**config.mk**
```make
export PLATFORM = sky130hd
export DESIGN_NAME = control_unit
export DESIGN_NICKNAME = d
export VERILOG_FILES = /design/src/rtl/control_pkg.sv /design/src/rtl/control_decode.sv /design/src/rtl/control_unit.sv
export SDC_FILE = /design/constraint.sdc
export NUM_CORES = 1
export LEC_CHECK = 0
export CORE_UTILIZATION = 40
export DETAILED_ROUTE_END_ITERATION = 16
export PLACE_DENSITY = 0.71
export SETUP_SLACK_MARGIN = 0.2
export SLEW_MARGIN = 20
export SYNTH_ARGS = -nofsm -noshare
export SYNTH_HDL_FRONTEND = slang
export SYNTH_HIERARCHICAL = 1
export SYNTH_SLANG_ARGS = --single-unit
```
**constraint.sdc**
```tcl
create_clock -name clk -period 0.8 [get_ports clk]
set_input_delay 0.12 -clock clk [delete_from_list [all_inputs] [get_ports clk]]
set_output_delay 0.12 -clock clk [all_outputs]
set_load 0.03 [all_outputs]
```
**src/rtl/control_pkg.sv**
```systemverilog
// control_pkg: opcodes, ALU op encoding and control word shared by the decoder and its register.
package control_pkg;

    localparam int OPC_W   = 4;
    localparam int ALUOP_W = 3;

    localparam logic [OPC_W-1:0] OP_ADD = 4'b0000;
    localparam logic [OPC_W-1:0] OP_MOV = 4'b0010;
    localparam logic [OPC_W-1:0] OP_XOR = 4'b0100;
    localparam logic [OPC_W-1:0] OP_LW  = 4'b0110;
    localparam logic [OPC_W-1:0] OP_SW  = 4'b1000;
    localparam logic [OPC_W-1:0] OP_SHR = 4'b1010;
    localparam logic [OPC_W-1:0] OP_SHI = 4'b1011;
    localparam logic [OPC_W-1:0] OP_BNE = 4'b1100;
    localparam logic [OPC_W-1:0] OP_SET = 4'b1101;

    typedef enum logic [ALUOP_W-1:0] {
        ADD    = 3'd0,
        SUB    = 3'd1,
        XOR    = 3'd2,
        PASS_B = 3'd3,
        SHIFT  = 3'd4
    } alu_op_e;

    typedef struct packed {
        logic    reg_dst;
        logic    branch;
        logic    mem_read;
        logic    mem_to_reg;
        logic    mem_write;
        logic    alu_src;
        logic    reg_write;
        alu_op_e alu_op;
        logic    illegal;
    } ctrl_t;

    localparam ctrl_t NOP = '0;

    // bits ordered RegDst Branch MemRead MemtoReg MemWrite ALUSrc RegWrite, as in the decode table
    function automatic ctrl_t mk(input logic [6:0] bits, input alu_op_e op);
        return ctrl_t'({bits, op, 1'b0});
    endfunction

endpackage

```
**src/rtl/control_decode.sv**
```systemverilog
// control_decode: combinational opcode to control word lookup.
module control_decode
    import control_pkg::*;
(
    input  logic [OPC_W-1:0] instr,
    output ctrl_t            ctrl
);

    // X/Z opcodes match no item and land in the illegal default
    always_comb begin
        ctrl = NOP;
        case (instr)
            OP_ADD:  ctrl = mk(7'b1000001, ADD);
            OP_MOV:  ctrl = mk(7'b1000001, PASS_B);
            OP_XOR:  ctrl = mk(7'b1000001, XOR);
            OP_LW:   ctrl = mk(7'b0011011, ADD);
            OP_SW:   ctrl = mk(7'b0000110, ADD);
            OP_SHR:  ctrl = mk(7'b1000001, SHIFT);
            OP_SHI:  ctrl = mk(7'b1000011, SHIFT);
            OP_BNE:  ctrl = mk(7'b0100000, SUB);
            OP_SET:  ctrl = mk(7'b0000011, PASS_B);
            default: ctrl = '{illegal: 1'b1, alu_op: ADD, default: 1'b0};
        endcase
    end

endmodule

```
**src/rtl/control_unit.sv**
```systemverilog
// control_unit: main decoder with one registered decode stage, async reset to NOP.
module control_unit
    import control_pkg::*;
(
    input  logic               clk,
    input  logic               reset,
    input  logic [OPC_W-1:0]   instr,
    output logic               RegDst,
    output logic               Branch,
    output logic               MemRead,
    output logic               MemtoReg,
    output logic               MemWrite,
    output logic               ALUSrc,
    output logic               RegWrite,
    output logic [ALUOP_W-1:0] alu_op,
    output logic               illegal
);

    ctrl_t d, q;

    control_decode u_decode (
        .instr(instr),
        .ctrl (d)
    );

    always_ff @(posedge clk or posedge reset) begin
        if (reset) q <= NOP;
        else       q <= d;
    end

    assign RegDst   = q.reg_dst;
    assign Branch   = q.branch;
    assign MemRead  = q.mem_read;
    assign MemtoReg = q.mem_to_reg;
    assign MemWrite = q.mem_write;
    assign ALUSrc   = q.alu_src;
    assign RegWrite = q.reg_write;
    assign alu_op   = q.alu_op;
    assign illegal  = q.illegal;

endmodule

```
==> reports/qor.yml <==
syn2layout_area_growth_pct: 87.5
cts_tree: "built"
p_switching_uw: 400
dp_hpwl_microns: 872
cp_slowest_cell: "dfrtp_1"
cp.required_ns: 0.68
drt_first_pass_iters: 4
pwr-share-seq_pct: 43.5
grt_setup_unrepaired: "true"
cts_buffers: 3
dieHeight_microns: 38.4
die_area_sq_um: 1480
start_kind: "flip-flop"
comb_power_share_pct: 31.1
wirelength_mm: 1.29
wl_per_cell_microns: 14.4
yosys.area.top_type: "dfrtp_1"
io_buffer_count: 16
timing.final.crit_share_pct: 112
ys_seq_area_share_pct: 51.9
ctsRootBufferMaster: "clkbuf_4"
relSlewSlack_pct: 87.8
power_leakage_uw: 0.000459
mappedNetlistNets: 58
ios: 17
ant_nets: 0
crit_chain: "buf_6"
critPathMaxStageDelay_ns: 0.38
cts_sinks: 11
antennaDiodeCount: 0
period_needed_ns: 0.893
globalRouteMet2Util_pct: 39.4
final_area_sq_um: 995
vias: 454
cell_internal_pwr_uw: 983
worstMarginPinSlew_ns: 0.182
synthCells: 47
ys_types: 21
cap_violations: 0
initial_core_util_pct: 45.3
core_area_sq_um: 1170
fin_nets: 88
ys_seq_elements: 11
power_frac_clock_pct: 25.4
power-per-cell-area_nw_per_um2: 1390
synth.top_cell.area_share_pct: 51.9
crit_start: "alu_op[2]"
rows: 12
crit_arrival_ns: 0.77
switching_share_pct: 28.9
syn-cell-area_sq_um: 531
path_max_fanout: 1
slew_viol_final: 0
antenna_found_initial: 0
drive_gt1_share_pct: 72.4
busiest_layer: "met2"
timing.fmax_ghz: 1.12
clk_pin_slew_worst_paths_ns: 0.06
htree_num_levels: 1
critical_path_buf_inv_count: 1
violations: "negative setup slack"
grt_use_total_pct: 20.8
setup_viol_count_final: 11
grt.overflow.total: 0
worst_slack_ns: -0.0926
routed_via_density: 5.04
grt_pass1_vias: 462
drt_iter0_markers: 11
crit_type: "flip-flop to primary output"
grtUsageMet1_pct: 18.7
gp_congestion: 0.789
hold_violations: 0
synthTopCellsByArea: "dfrtp_1 (52%), ha_1 (12%), a21oi_1 (5.7%)"
whs_ns: 0.139
hp-class: "input port to async pin"
drcViolationCount: 0
cp-end-kind: "primary output"
clockBufferDepth: 2
die_x_microns: 38.4
outcome: "finished, violations left"
grt_pass1_wl_mm: 1.94
grt_max_degree: 12
syn_avg_cell_area_sq_um: 11.3
path_delay_family: "flip-flops"
placed_area_sq_um: 832
use_met3_pct: 5.23
ir_drop_uv: 725
ys.warnings.count: 6
state kept, by name (all words and copies together) (netlist names):
signal,cells
RegWrite,1
MemRead,1
Branch,1
RegDst,1
MemtoReg,1
alu_op,3
illegal,1
ALUSrc,1
MemWrite,1
power by group through the flow:
| stage | logic (uW) | registers (uW) | clock network, uW |
|---|---|---|---|
| floorplan | 129 | 672 | 0 |
| global placement | 340 | 605 | 0 |
| detailed placement | 351 | 607 | 0 |
| CTS | 400 | 603 | 345 |
| global route | 457 | 603 | 408 |
| finish | 430 | 602 | 351 |
per-layer routing:
layer,vias up,wire length (microns)
met2,22,765
met1,215,443
met4,0,21
met3,2,61
li1,215,-
met5,-,0
logic make-up (layout without fill, tap and decap cells):
| logic type | count (synthesis) | after routing | synth area share [%] |
|---|---|---|---|
| AOI/OAI and AO/OA | 11 | 11 | 13.7 |
| DFF | 11 | 11 | 51.9 |
| and+or+nand+nor | 11 | 11 | 11.1 |
| buffers and inverters | 8 | 37 | 9.67 |
| adders and majority gates | 5 | 5 | 11.8 |
| muxes | 1 | 1 | 1.89 |
timing repair:
item | in CTS | in global routing
hold buffers | 0 | 0
gates cloned | 0 | 0
pin swaps | 11 | 7
gates resized for setup | 36 | 11
hold endpoints to repair | 0 | 0
endpoints found under the setup margin | 22 | 20
setup buffers | 2 | 0
synthesized netlist by cell type (all sizes together):
| cell | n |
|---|---|
| nor2 | 1 |
| inv | 5 |
| buf | 3 |
| a31oi | 1 |
| a21oi | 7 |
| nor2b | 1 |
| ha | 5 |
| o21ai | 1 |
| o211a | 1 |
| and3 | 2 |
| dfrtp | 11 |
| nor3b | 1 |
| o22ai | 1 |
| nand2 | 5 |
| nor3 | 1 |
| mux2i | 1 |
metrics by stage:
stage                     setup slack [ns]  total power, uW  utilization, %  std cells  setup TNS (ns)
after floorplan                      0.126              801               -         47               0
after global placement              -0.576              945            71.0         84           -5.14
after detailed placement            -0.595              957            71.0         84           -5.31
after CTS                          -0.0944             1350            81.7         90          -0.950
after global routing                -0.132             1470            84.9         90           -1.32
final                              -0.0926             1380            84.9         90          -0.916
cell type report:
type / instances / area (sq um)
multi-input combinational: 28 / 333
timing repair buffer: 28 / 293
sequential: 11 / 275
fill: 56 / 176
inverter: 5 / 50.0
clock buffer: 4 / 26.3
tap: 14 / 17.5
final timing paths:
path                             end  slack (ns)  cells past startpoint
min in group clk           alu_op[1]        0.26                      3
max in group asynchronous     ALUSrc        0.52                      3
worst min-delay path        MemtoReg        0.14                      3
worst max-delay path       alu_op[2]       -0.09                      1
layout by cell type (no fill, tap or decap), types with 3 or more instances in the layout:
cell      count
a21oi_2       5
buf_4         7
buf_6        16
clkbuf_4      3
dfrtp_1      11
ha_4          5
nand2_2       3
Note: power is estimated with default switching activity, not from simulation.
